==> config.mk <==
export PLATFORM = sky130hd
export DESIGN_NAME = hood_mode_ctrl
export DESIGN_NICKNAME = d
export VERILOG_FILES = /design/src/rtl/hood_mode_ctrl.sv
export SDC_FILE = /design/constraint.sdc
export NUM_CORES = 1
export LEC_CHECK = 0
export ABC_AREA = 1
export CAP_MARGIN = 20
export CORE_UTILIZATION = 30
export CTS_BUF_LIST = sky130_fd_sc_hd__clkbuf_4
export DETAILED_ROUTE_END_ITERATION = 6
export SLEW_MARGIN = 20
export SYNTH_ARGS = -nofsm -noshare
export SYNTH_HDL_FRONTEND = slang
export SYNTH_SLANG_ARGS = --single-unit
==> constraint.sdc <==
create_clock -name clk -period 1.8 [get_ports clk]
set_input_delay 0.18 -clock clk [delete_from_list [all_inputs] [get_ports clk]]
set_output_delay 0.18 -clock clk [all_outputs]
set_load 0.02 [all_outputs]
==> src/rtl/hood_mode_ctrl.sv <==
// hood_mode_ctrl: range-hood fan/hurricane/self-clean mode controller with per-second countdowns.
module hood_mode_ctrl #(
  parameter int unsigned LVL3_SEC      = 60,
  parameter int unsigned EXIT_SEC      = 60,
  parameter int unsigned CLEAN_MAX_SEC = 200
) (
  input  logic       clk,
  input  logic       rst,
  input  logic       tick_1s,
  input  logic       power_key,
  input  logic       menu_key,
  input  logic       lvl1_req,
  input  logic       lvl2_req,
  input  logic       lvl3_req,
  input  logic       clean_req,
  input  logic       clean_done,
  output logic [2:0] mode,
  output logic [1:0] fan_level,
  output logic [7:0] countdown,
  output logic       clean_start,
  output logic       clean_abort,
  output logic       lvl3_used,
  output logic       clean_fault
);
  typedef enum logic [2:0] {OFF, STANDBY, LVL1, LVL2, LVL3, EXIT_WAIT, CLEAN} state_t;
  state_t state, nxt;
  logic [7:0] nxt_cd, dec;
  logic nxt_start, nxt_abort, nxt_used, nxt_fault;
  logic pk, mk, cr, l3, l2, l1;
  assign mode = state;
  assign dec = (countdown != 8'd0) ? countdown - 8'd1 : 8'd0;
  // Only the highest-priority key of a cycle acts; the rest are dropped.
  assign pk = power_key;
  assign mk = !pk && menu_key;
  assign cr = !pk && !menu_key && clean_req;
  assign l3 = !pk && !menu_key && !clean_req && lvl3_req;
  assign l2 = !pk && !menu_key && !clean_req && !lvl3_req && lvl2_req;
  assign l1 = !pk && !menu_key && !clean_req && !lvl3_req && !lvl2_req && lvl1_req;
  function automatic logic [1:0] fan_of(input state_t s);
    return s == LVL1 ? 2'd1 : (s == LVL2 || s == EXIT_WAIT) ? 2'd2 : s == LVL3 ? 2'd3 : 2'd0;
  endfunction
  always_comb begin
    nxt = state;
    nxt_cd = countdown;
    nxt_start = 1'b0;
    nxt_abort = 1'b0;
    nxt_used = lvl3_used;
    nxt_fault = clean_fault;
    case (state)
      OFF: nxt = pk ? STANDBY : OFF;
      STANDBY:
        if (pk) nxt = OFF;
        else if (cr) begin
          nxt = CLEAN;
          nxt_start = 1'b1;
          nxt_fault = 1'b0;
          nxt_cd = 8'(CLEAN_MAX_SEC);
        end else if (l3 && !lvl3_used) begin
          nxt = LVL3;
          nxt_used = 1'b1;
          nxt_cd = 8'(LVL3_SEC);
        end else nxt = l2 ? LVL2 : l1 ? LVL1 : STANDBY;
      LVL1, LVL2: nxt = pk ? OFF : mk ? STANDBY : l2 ? LVL2 : l1 ? LVL1 : state;
      LVL3:
        if (pk) nxt = OFF;
        else if (mk) begin
          nxt = EXIT_WAIT;
          nxt_cd = 8'(EXIT_SEC);
        end else if (tick_1s) begin
          nxt_cd = dec;
          nxt = dec == 8'd0 ? LVL2 : LVL3;
        end
      EXIT_WAIT:
        if (pk) nxt = OFF;
        else if (tick_1s) begin
          nxt_cd = dec;
          nxt = dec == 8'd0 ? STANDBY : EXIT_WAIT;
        end
      CLEAN:
        if (pk) begin
          nxt = OFF;
          nxt_abort = 1'b1;
        end else if (clean_done) nxt = STANDBY;
        else if (tick_1s) begin
          nxt_cd = dec;
          nxt = dec == 8'd0 ? STANDBY : CLEAN;
          nxt_fault = dec == 8'd0;
        end
      default: nxt = OFF;
    endcase
    if (nxt == OFF) nxt_used = 1'b0;
    if (nxt == OFF || nxt == STANDBY || nxt == LVL1 || nxt == LVL2) nxt_cd = 8'd0;
  end
  always_ff @(posedge clk) begin
    if (rst) begin
      state <= OFF;
      fan_level <= 2'd0;
      countdown <= 8'd0;
      clean_start <= 1'b0;
      clean_abort <= 1'b0;
      lvl3_used <= 1'b0;
      clean_fault <= 1'b0;
    end else begin
      state <= nxt;
      fan_level <= fan_of(nxt);
      countdown <= nxt_cd;
      clean_start <= nxt_start;
      clean_abort <= nxt_abort;
      lvl3_used <= nxt_used;
      clean_fault <= nxt_fault;
    end
  end
endmodule

* Yosys cells after proc, flatten, opt, wreduce, memory -nomap -nowiden
Cells that the tools add are included.
** Storage, ports and cells
- Register bits :: 17
- Bits of input ports :: 10
- Output and inout port bits :: 17
- Logic and storage cells :: 111
** Cells by class
- Add/subtract/negate cells :: 1
- Equal/unequal tests :: 19
- Multiplexer cells :: 44
- Bitwise operators :: 4
- Reductions and logical operators :: 35
** Operators by type and width (count)
- $mux W8 :: 10
- $mux W3 :: 18
- $pmux W8 S4 :: 1
- $pmux W3 S6 :: 1
- $eq A3 B3 Y1 const B :: 5
- $ne A2 B2 Y1 const B :: 7
- $eq A3 B2 Y1 const B :: 4
- $logic_and A1 B1 Y1 :: 10
- $reduce_or A2 Y1 :: 5
- $mux W1 :: 9
- $logic_not A8 Y1 :: 1
- $mux W2 :: 4
- $reduce_bool A8 Y1 :: 1
- $sub A8 B1 Y8 const B :: 1
- $reduce_and A7 Y1 :: 1
- $eq A3 B1 Y1 const B :: 2
- $logic_not A1 Y1 :: 6
- $logic_not A3 Y1 :: 2
- $reduce_and A6 Y1 :: 1
- $logic_or A1 B1 Y1 :: 4
- $not A1 Y1 :: 4
- $reduce_and A4 Y1 :: 1
- $reduce_bool A4 Y1 :: 1
- $ne A3 B3 Y1 const B :: 1
- 3 further kinds :: 3

* Depth between registers and ports, before layout
- Depth in word-level cells :: 17
- Depth in mapped cells :: 17
- Gate-level depth less buffers :: 17

* Least setup slack after synthesis
Ideal clock, no wire load.
- Path kind :: reg2reg
- Start point :: reg countdown[0]
- End point :: reg lvl3_used
- Slack :: -0.137 ns
- Arrival time :: 1.828 ns
- Clock period less this slack :: 1.937 ns
- Cell stages (with the launch flop) :: 17
- Buffers on the path :: 0
- Setup time :: 0.109 ns
- Required time :: 1.691 ns
- Cells stage by stage :: dfxtp_1 > inv_1 > ha_1 > nand2_1 > nand2_1 > o21ai_1 > nand3_2 > nor2_4 > nand2_4 > nand2_1 > nand2_1 > nand2_2 > nand2_4 > inv_2 > nand3_1 > nand2_1 > inv_1
** On the way
- Word-level cells in the longest chain between the ends :: 10
- Elaborated cells on any way between the ends :: 18
- Classes of those cells :: 1 x add/sub; 13 x mux; 4 x reduce/logical
** RTL lines
- start: declaration :: RTL line 19 : output logic [7:0] countdown,
- start signal: assignment :: RTL line 106 : countdown <= nxt_cd;
- $sub A8 B1 Y8 / $reduce_bool A8 Y1 (equally long branches) :: RTL line 31 : assign dec = (countdown != 8'd0) ? countdown - 8'd1 : 8'd0;
- $mux W8 (*) :: RTL line 31
- $logic_not A8 Y1 (*) :: RTL line 71, 77, 86
- $mux W3 (on tied branches) :: RTL line 86, 71
- $mux W3 (on tied branches) :: RTL line 84, 69
- $mux W3 (on tied branches) :: RTL line 83, 66
- $mux W3 (on tied branches) :: RTL line 80, 65
- $pmux W3 S6 (*) :: RTL line 49 : case (state)
- $logic_not A3 Y1 (*) :: RTL line 91 : if (nxt == OFF) nxt_used = 1'b0;
- $reduce_or A2 Y1 (no source line) (*)
- end signal: assignment :: RTL line 109 : lvl3_used <= nxt_used;
- end: declaration :: RTL line 22 : output logic lvl3_used,
Mark *: on every way between the ends. The rest lies on a longest branch, timed or not.
A chain may end at the register's enable or synchronous reset.

* Final worst setup path
- Start point :: reg countdown[2]
- End point :: reg countdown[0]
** On the way
- Word-level cells in the longest chain between the ends :: 13
- Elaborated cells on any way between the ends :: 31
- Classes of those cells :: 1 x add/sub; 3 x eq/ne; 20 x mux; 7 x reduce/logical
** RTL lines
- $sub A8 B1 Y8 / $reduce_bool A8 Y1 (equally long branches) :: RTL line 31
- $mux W8 (*) :: RTL line 31
- $logic_not A8 Y1 :: RTL line 71, 77, 86
- $mux W3 (on tied branches) :: RTL line 86, 71
- $mux W3 (on tied branches) :: RTL line 84, 69
- $mux W3 (on tied branches) :: RTL line 83, 66
- $mux W3 (on tied branches) :: RTL line 80, 65
- $pmux W3 S6 :: RTL line 49
- $eq A3 B1 Y1 / $logic_not A3 Y1 (equally long branches) :: RTL line 92 : if (nxt == OFF || nxt == STANDBY || nxt == LVL1 || nxt == LVL2) nxt_cd = 8'd0;
- $logic_or A1 B1 Y1 (3 in a row) :: RTL line 92
- $reduce_or A2 Y1 (no source line)
Mark *: on every way between the ends. The rest lies on a longest branch, timed or not. The select of a mux whose other input is x is not followed.

==> flow_summary.ini <==
[run_status]
run_status = finished, violations left
violated_checks = setup timing

[placement]
gpl.final_weighted_congestion = 0.921
port-buffer-count = 26
place.detailed.hpwl_mm = 2.86

[global_route]
global_route.usage.met3 = 0.0253
grt_first_pass_wirelength_mm = 6.18
global_route.usage.met1 = 0.205
initial_antenna_violation_count = 0
grt_usage = 0.179
grt_pass1_vias = 1495
global_route.usage.met2 = 0.329
grt_max_degree = 11
grt_most_used_layer = met2
overflow = 0

[power_and_ir_drop]
switch_share = 0.330
share_seq_of_total_power = 0.442
power_frac_comb = 0.309
switchingPower_mw = 0.287
internal_power_mw = 0.583
power.static_leakage_nw = 0.966
irDropWorstVdd_mv = 0.277
power.share.clock = 0.250
pwr_density_cell_mw_per_mm2 = 408

[layout]
nets = 295
antenna-diode-count = 0
drive_gt1_frac = 0.433
relative_area_change_from_synthesis_to_final_layout_pct = 64.4

[clock_tree]
cts_root_buffer = sky130_fd_sc_hd__clkbuf_4
cts_made_buffers = 3
cts_buffer_depth = 2
cts_sinks = 17
cts_tree = yes
clock_pin_slew_reported_for_the_worst_setup_and_hold_paths_after_clock_tree_synthesis_ps = 110
htree_levels = 1
post_cts_hold_buffer_count = 0
insertion_delay_ps = 300

[logic_synthesis]
yosys.area_share.simple = 0.458
combinational_family_with_the_most_area_after_synthesis = simple AND/OR/NAND/NOR gates
synth_compound_gate_area_share = 0.154
synthDistinctLibCells = 26
avgSynthCellArea_um2 = 6.13
synth_cells = 212
synthMuxAreaShare = 0
mappedNetlistNets = 224
ys_ff_latch = 17
synthAdderAreaFrac = 0.0193
synth-xor-area-share = 0
mappedNetlistArea_mm2 = 0.00130
yosysSeqAreaShare = 0.262
ys.warnings.count = 0

[timing]
finalMaxSlewViolations = 0
setup_viol = 2
rsz0062_at_grt = true
hold_viol = 0
finalCritPeriodShare = 1.01
worst_slew_margin_rel = 0.759
max_freq_mhz = 551
timing.hold.ws_ps = 478
layout_setup_ws_ps = -16.1
setup-tns-final_ps = -24.3
fin_worst_skew_ps = 0.945
period_minus_slack_ps = 1820
worst_slew_pin_slew_ps = 360

[worst_setup_path]
reg2reg_from = countdown[2]$_SDFFE_PP0P_
timing.reg2reg.worst_path_depth = 15
setup.worst_path.start_class = flip-flop
crit-reg2reg-capture = countdown[0]$_SDFFE_PP0P_
crit_top_cell = sky130_fd_sc_hd__nand2_2
cp.arrival_ps = 2050
timing.setup.critical_path_class = flip-flop to flip-flop
worstSetupEndpointType = flip-flop
critical-path-max-stage-delay_ps = 380
worstPathRequired_ps = 2040
reg2reg_slack_ps = -20
maximum_fanout_count_along_the_critical_path = 5
timing.critical_path.slowest_stage_cell = sky130_fd_sc_hd__dfxtp_4
cells_along_the_critical_path = buf_6 > nor2_4 > buf_4 > nand3_1 > nand2_1 > nand3_2 > nand2_2 > nor2_4 > nand2_4 > nand2_2 > nand2_2 > nand2_2 > nand2_4 > nand2_8 > nor3_4

[route]
vias = 1591
drt.antenna.violating_nets = 0
drcViolationCount = 0
drt_pre_antenna_iters = 4
drt_wl_total_mm = 3.93
avg_wl_per_cell_um = 11.8
drtIter0Drc = 58
post_drt_via_cell_ratio = 4.79

[hold_path]
whs_endpoint = clean_fault$_SDFFE_PP0P_
hold_depth = 2
hold_sp = clean_fault$_SDFFE_PP0P_
holdCritPathClass = flip-flop to flip-flop

[die]
ioPinCount = 27
initial_utilization = 0.318
die_y_um = 67.8
placeableCoreArea_mm2 = 0.00409
placementRows = 23
die_footprint_mm2 = 0.00460
die_w_um = 67.8

[job]
timing.max_cap.violations = 0
power groups by stage:
| stage | clock network (mW) | logic, mW | registers, mW |
|---|---|---|---|
| after CTS | 0.231 | 0.248 | 0.387 |
| after global placement | 0 | 0.226 | 0.396 |
| final | 0.217 | 0.269 | 0.384 |
| after floorplan | 0 | 0.126 | 0.401 |
| after global routing | 0.241 | 0.295 | 0.385 |
| after detailed placement | 0 | 0.226 | 0.396 |
layer usage:
metal	routed length [um]	vias up	part of all wire
met5	0	-	0
met4	69	0	0.018
met3	123	9	0.031
met2	1970	37	0.50
met1	1760	722	0.45
li1	-	823	-
cell families after synthesis:
family,after synthesis
buffers and inverters,37
AND/OR/NAND/NOR,121
flip-flops,17
AO/OA/AOI/OAI,35
adder cells (fa/ha/maj),2
stage by stage:
| step | total power, mW | worst slack, ps | std cells | instance area [um^2] | utilization |
|---|---|---|---|---|---|
| 3_5_place_dp | 0.622 | -184 | 315 | 1830 | 0.448 |
| 6_report | 0.870 | -16.1 | 332 | 2130 | 0.522 |
| 3_3_place_gp | 0.621 | -141 | 315 | 1830 | 0.448 |
| 4_1_cts | 0.867 | -2.96 | 324 | 1990 | 0.486 |
| 2_1_floorplan | 0.528 | 4.42 | 212 | 1300 | - |
| 5_1_grt | 0.921 | -138 | 332 | 2130 | 0.522 |
worst max-delay path by stage:
stage                                          from                         to  depth (start not counted)
after floorplan           countdown[0]$_SDFFE_PP0P_     lvl3_used$_SDFFE_PP0P_                         17
after global placement                     menu_key  countdown[6]$_SDFFE_PP0P_                         11
after detailed placement                   menu_key  countdown[6]$_SDFFE_PP0P_                         11
after CTS                 countdown[0]$_SDFFE_PP0P_  countdown[1]$_SDFFE_PP0P_                         16
after global routing      countdown[2]$_SDFFE_PP0P_  countdown[0]$_SDFFE_PP0P_                         15
final                     countdown[2]$_SDFFE_PP0P_  countdown[0]$_SDFFE_PP0P_                         15
synth_stat cells:
library cell | n | area share
sky130_fd_sc_hd__nor3_1 | 2 | 0.0077
sky130_fd_sc_hd__nand4_1 | 4 | 0.019
sky130_fd_sc_hd__a21oi_2 | 2 | 0.013
sky130_fd_sc_hd__o2111ai_1 | 1 | 0.0067
sky130_fd_sc_hd__o21ai_1 | 5 | 0.019
sky130_fd_sc_hd__nor2_4 | 1 | 0.0087
sky130_fd_sc_hd__a21oi_1 | 14 | 0.054
sky130_fd_sc_hd__o22ai_1 | 2 | 0.0096
sky130_fd_sc_hd__nor4_1 | 1 | 0.0048
sky130_fd_sc_hd__nor2_2 | 6 | 0.029
sky130_fd_sc_hd__nand3_1 | 16 | 0.062
sky130_fd_sc_hd__nor2_1 | 25 | 0.072
sky130_fd_sc_hd__ha_1 | 2 | 0.019
sky130_fd_sc_hd__clkinv_1 | 1 | 0.0029
sky130_fd_sc_hd__dfxtp_1 | 17 | 0.26
sky130_fd_sc_hd__nand2_4 | 4 | 0.035
sky130_fd_sc_hd__inv_2 | 13 | 0.038
sky130_fd_sc_hd__nor3_4 | 1 | 0.013
sky130_fd_sc_hd__o21ai_0 | 10 | 0.039
sky130_fd_sc_hd__nor3_2 | 2 | 0.015
sky130_fd_sc_hd__inv_1 | 22 | 0.064
sky130_fd_sc_hd__nand2_1 | 51 | 0.15
sky130_fd_sc_hd__nand2_2 | 6 | 0.029
sky130_fd_sc_hd__buf_1 | 1 | 0.0029
sky130_fd_sc_hd__nand3_2 | 2 | 0.015
sky130_fd_sc_hd__a21oi_4 | 1 | 0.013
layout by cell type (no fill, tap or decap), types with 4 or more instances in the layout:
master / synthesis / final
sky130_fd_sc_hd__inv_2: 13 / 17
sky130_fd_sc_hd__dfxtp_1: 17 / 11
sky130_fd_sc_hd__nand2_2: 6 / 12
sky130_fd_sc_hd__nor2_1: 25 / 20
sky130_fd_sc_hd__inv_1: 22 / 15
sky130_fd_sc_hd__clkdlybuf4s50_1: 0 / 26
sky130_fd_sc_hd__nor2_4: 1 / 4
sky130_fd_sc_hd__dfxtp_2: 0 / 4
sky130_fd_sc_hd__nand3_2: 2 / 5
sky130_fd_sc_hd__nand4_1: 4 / 4
sky130_fd_sc_hd__nand2_4: 4 / 6
sky130_fd_sc_hd__o21ai_0: 10 / 9
sky130_fd_sc_hd__a21oi_2: 2 / 5
sky130_fd_sc_hd__buf_4: 0 / 39
sky130_fd_sc_hd__nor2_2: 6 / 8
sky130_fd_sc_hd__a21oi_1: 14 / 11
sky130_fd_sc_hd__nand3_1: 16 / 12
sky130_fd_sc_hd__nand2_1: 51 / 43
timing repair:
| item | 4_1_cts | 5_1_grt |
|---|---|---|
| setup buffers | 5 | 8 |
| gates resized for setup | 27 | 26 |
| pin swaps | 9 | 18 |
| setup endpoints to repair | 14 | 15 |
| gates cloned | 0 | 1 |
area by class of cell:
cell class / instances / area, um^2
flip-flops and latches: 17 / 353
clock buffers: 3 / 22.5
well taps: 50 / 62.6
multi-input cells: 159 / 985
fillers: 427 / 1950
repair buffers: 66 / 564
inverters: 36 / 143
clock inverters: 1 / 5.00
flip-flops by register name, summed over array words and instances, names as in the netlist:
signal	count
clean_start	1
clean_abort	1
countdown	8
lvl3_used	1
clean_fault	1
fan_level	2
mode	3
worst max-delay path: cells and delay by family, from the launching register on:
kind | cells | cell delay (ps)
buf+inv | 2 | 240
simple gates | 13 | 1130
flops | 1 | 380
(Power assumes the default switching activity.)
==> RTL change 1, RTL diff (same settings) <==
Reset style: asynchronous (`rst`), changed in one clocked block.
--- a/src/rtl/hood_mode_ctrl.sv
+++ b/src/rtl/hood_mode_ctrl.sv
@@ -93,3 +93,3 @@
   end
-  always_ff @(posedge clk) begin
+  always_ff @(posedge clk or posedge rst) begin
     if (rst) begin
Function: differs if rst is asserted again (counterexample within 4 cycles, from zero or initial values and one cycle with rst high); with rst held inactive, the same outputs for 10 cycles.
==> RTL change 1 against the unedited design <==
  * The flow still finishes with violations (negative setup slack)
  * Count of clock-buffer cells in the layout unchanged
  * Synthesized area down 2.8%
  * Critical path depth is 1 higher
  * Die area shrank 2.7%
  * Setup slack worse by 0.14 ns
  * Routed wire length decreased by 6.6%
  * Cell area is 7.7% lower
  * Sequential cell count did not move
  * Hold slack got worse by 0.30 ns
  * Critical path type unchanged
Power is not compared: it rests on default switching activity, and its combinational part moved more than twofold at a synthesized area within 25%.
==> RTL change 1: results (changes against the unedited design) <==
Outcome
  – Outcome: finished with violations (unchanged)
  – Failing checks: negative setup slack (unchanged)

Drt
  – Vias per inst: 4.77 (was 4.79)
  – WL final: 3670 microns (was 3930 microns)
  – Drt initial violations: 57 (was 58)

Setup path
  – Crit path max fanout: 8 (was 5)
  – CP arrival: 2.20 ns (was 2.05 ns)
  – Crit-path slowest cell: dfrtp_2 (was dfxtp_4)

Logic synthesis
  – Fraction of registers with async set/reset: 100% (was 0%)
  – Post-synth top cells: 40 x nand2_1, 25 x inv_1, 22 x nor2_1 (was 51 x nand2_1, 25 x nor2_1, 22 x inv_1)
  – Unique masters post-synth: 28 (was 26)
  – Largest cells by area after synthesis: dfrtp_1 34%, nand2_1 12%, inv_1 7.4% (was dfxtp_1 26%, nand2_1 15%, nor2_1 7.2%)
  – Seq/Total Area, Yosys: 33.7% (was 26.2%)
  – Ys Warns: 0 (unchanged)
  – Mapped Nets: 196 (was 224)

Layout
  – Layout cells sized above 1: 36.1% (was 43.3%)
  – Fillers: 404 (was 427)
  – Nets: 261 (was 295)

Placed design
  – DPL Wire Length: 2760 microns (was 2860 microns)
  – GPL Wtd Cong: 0.873 (was 0.921)
  – Placed Area: 1820 sq um (was 1830 sq um)

STA
  – Max Clock Skew: 0.00482 ns (was 0.000945 ns)
  – Setup ws final: -0.158 ns (was -0.0161 ns)
  – Worst slew margin: 81.6% (was 75.9%)
  – Setup tns final: -1.43 ns (was -0.0243 ns)
  – Final setup fails: 12 (was 2)

Worst hold path
  – Worst hold path type: input port to async pin (was flip-flop to flip-flop)

Global route
  – Largest net degree at the start of global routing: 18 (was 11)
  – Total track usage: 18.6% (was 17.9%)
  – Vias in the first global route: 1345 (was 1495)
  – First-pass GRT wire length: 6170 microns (was 6180 microns)

Clocking
  – CTS resizes: 14 (was 27)
## RTL change 1: cell count changes after synthesis, moves of 3 or more
| cell | before | now |
|---|---|---|
| nand3_1 | 16 | 12 |
| inv_1 | 22 | 25 |
| nor2_1 | 25 | 22 |
| dfxtp_1 | 17 | 0 |
| dfrtp_1 | 0 | 17 |
| inv_2 | 13 | 5 |
| a21oi_1 | 14 | 17 |
| nand2_1 | 51 | 40 |
| o21ai_0 | 10 | 6 |
## RTL change 1: cell type report
type | instances | area [sq um] | share of cell area (%)
repair inverters | 1 | 7.51 | 0.381
repair buffers | 60 | 515 | 26.2
inverters | 32 | 135 | 6.86
flip-flops and latches | 17 | 428 | 21.7
well taps | 50 | 62.6 | 3.17
multi-input cells | 135 | 795 | 40.3
clock inverters | 1 | 5.00 | 0.254
clock buffers | 3 | 22.5 | 1.14
## RTL change 1: per-layer routing
metal | global-route usage, % | part of all wire, %
met3 | 4.11 | 5.2
met5 | 0 | 0
met2 | 29.9 | 48
met4 | 5.59 | 1.1
met1 | 24.6 | 45
## RTL change 1: final timing paths
path                            slack, ns          from  cells past startpoint      endpoint
worst max register to register      -0.16  countdown[0]                     16  fan_level[0]
worst min-delay path                 0.18           rst                      3  fan_level[1]
max in group asynchronous            1.42           rst                      3  countdown[1]
worst min register to register       0.53   clean_fault                      2   clean_fault
worst max-delay path                -0.16  countdown[0]                     16  fan_level[0]
min in group clk                     0.53   clean_fault                      2   clean_fault
## RTL change 1: power groups by stage
stage	sequential, mW	combinational, mW	clock (mW)
floorplan	0.524	0.579	0
global placement	0.474	0.997	0
detailed placement	0.472	0.999	0
CTS	0.465	1.16	0.220
global route	0.473	1.30	0.238
finish	0.467	1.18	0.211
## RTL change 1: cells by family (layout without fill, tap and decap cells)
logic type                 after synthesis  count (layout)  share of synthesized area (%)
AOI/OAI and AO/OA                       32              32                           14.1
xor gates and xnor gates                 1               1                          0.694
adders and majority gates                1               1                          0.991
buffers and inverters                   33              97                           10.4
DFF                                     17              17                           33.7
and+or+nand+nor                        101             101                           40.1
## RTL change 1: worst register-to-register path, stage by stage (launching register included)
cell and delay, ns:
dfrtp_2 0.43, inv_2 0.08, ha_4 0.17, nand3_4 0.09, nor2_4 0.16, inv_4 0.07
nand2_1 0.07, nand2_2 0.08, nor2_4 0.14, nand3_2 0.11, nand2_1 0.08, nand2_1 0.05
nand2_2 0.07, nand2_4 0.09, clkinv_8 0.09, nand3b_1 0.07, nand2_1 0.07
## RTL change 1: stage by stage
step	std cells	power, mW	utilization [%]	hold slack (ns)
after global routing	299	2.01	48.9	0.195
after global placement	288	1.47	45.1	0.478
after CTS	298	1.84	48.3	0.174
after detailed placement	288	1.47	45.1	0.511
final	299	1.86	48.9	0.177
after floorplan	185	1.10	-	0.106
==> RTL change 2, RTL diff (same settings) <==
Made on the original files. Set the parameter `EXIT_SEC` to 30 (it was 60).
--- a/src/rtl/hood_mode_ctrl.sv
+++ b/src/rtl/hood_mode_ctrl.sv
@@ -3,3 +3,3 @@
   parameter int unsigned LVL3_SEC      = 60,
-  parameter int unsigned EXIT_SEC      = 60,
+  parameter int unsigned EXIT_SEC      = 30,
   parameter int unsigned CLEAN_MAX_SEC = 200
Formal check against the unedited RTL: not equivalent (Yosys sat finds a counterexample within 4 cycles, from zero or initial values and one cycle with rst high).
==> RTL change 2 against the unedited design <==
  * The flow still finishes with violations (negative setup slack)
  * Non-clock buffer count is 6 higher
  * Synthesized area decreased by 1.2%
  * Clock skew grew 0.0016 ns
  * Sequential cell count unchanged
  * Cell area is 0.64% higher
  * Clock power down 4%
  * Routed wire length is 2.5% higher
  * Setup slack got worse by 0.058 ns
  * Combinational power increased by 23%
  * Power increased by 6.5%
  * Count of clock-buffer cells in the layout unchanged
  * Largest cell class unchanged
==> RTL change 2: results (changes against the unedited design) <==
Layout
  – Number of sequential cells: 17 (unchanged)
  – Signal buffers share of area: 28.4% (was 26.4%)
  – Clock network area share: 1.28% (was 1.29%)
  – Nets: 301 (was 295)
  – #MultiIn Comb: 158 (was 159)
  – Fraction of area in multi-input gates: 44.5% (was 46.1%)

STA
  – Setup ws final: -0.0744 ns (was -0.0161 ns)
  – Slew @ Worst Pin: 0.405 ns (was 0.360 ns)
  – Final setup fails: 12 (was 2)
  – Fin Hold WS: 0.476 ns (was 0.478 ns)

Power and ir drop
  – Logic power comb: 332 uW (was 269 uW)
  – Sw frac: 33.0% (about the same)
  – Sequential power share: 41.7% (was 44.2%)
  – Pwr/cell area: 431 nW/um^2 (was 408 nW/um^2)

Logic synthesis
  – Largest cells by area after synthesis: dfxtp_1 27%, nand2_1 15%, inv_1 9.6% (was dfxtp_1 26%, nand2_1 15%, nor2_1 7.2%)
  – Unique masters post-synth: 27 (was 26)
  – Seq/Total Area, Yosys: 26.5% (was 26.2%)
  – Mapped Nets: 226 (was 224)
  – Post-synth top cells: 52 x nand2_1, 33 x inv_1, 25 x nor2_1 (was 51 x nand2_1, 25 x nor2_1, 22 x inv_1)

Clocking
  – CTS resizes: 29 (was 27)
  – CTS H-tree depth: 1 (unchanged)
  – Post-CTS Setup Bufs: 4 (was 5)

Drt
  – Drt initial violations: 100 (was 58)
  – Met3 wire length: 140 microns (was 123 microns)
  – WL/cell: 11.9 microns (was 11.8 microns)
  – Met2 WL post-DR: 2070 microns (was 1970 microns)
  – Vias per inst: 4.79 (about the same)
  – Routed metal-1 wire length: 1760 microns (about the same)

Global route
  – First-pass GRT wire length: 6680 microns (was 6180 microns)
  – Grt met1 use: 22.7% (was 20.5%)
  – Met2 Use GR: 36.5% (was 32.9%)
  – Total track usage: 19.5% (was 17.9%)
  – Met3 Resource Use GR: 2.03% (was 2.53%)
  – Vias in the first global route: 1547 (was 1495)

Setup path
  – Worst setup path end: fan_level[0] (was countdown[0])
  – CP arrival: 2.11 ns (was 2.05 ns)
  – Critical R2R Launch: countdown[1] (was countdown[2])
  – Worst reg2reg path depth: 14 (was 15)
  – CP delay by family, top: simple AND/OR/NAND/NOR gates (unchanged)

Placed design
  – Dpl ws: -0.182 ns (was -0.184 ns)
  – DPL Wire Length: 3050 microns (was 2860 microns)
  – GPL Wtd Cong: 0.872 (was 0.921)

Outcome
  – Outcome: finished with violations (unchanged)
  – Failing checks: negative setup slack (unchanged)
==> RTL change 2: cell types whose count changed after synthesis, moves of 2 or more <==
cell / delta
nand3_2: -2
nor2_4: +2
nor2_2: -4
nand2_4: -2
a21oi_1: +3
inv_1: +11
inv_2: -10
o21ai_1: -4
nor3_2: -2
o21ai_0: +4
==> RTL change 2: metrics by stage <==
stage                     instance area, sq um  setup TNS (ns)  std cells  util, %
after CTS                                 2050         -0.0336        336     50.6
after global routing                      2150           -2.00        338     52.9
after global placement                    1900          -0.943        328     46.9
final                                     2150          -0.321        338     52.9
after detailed placement                  1900           -1.11        328     46.9
after floorplan                           1290               0        214        -
==> RTL change 2: cell families after synthesis <==
family | after synthesis | share of synthesized area (%)
adder cells (fa/ha/maj) | 2 | 1.95
buffers and inverters | 39 | 11.5
AND/OR/NAND/NOR | 115 | 41.1
AO/OA/AOI/OAI | 41 | 18.9
flip-flops | 17 | 26.5
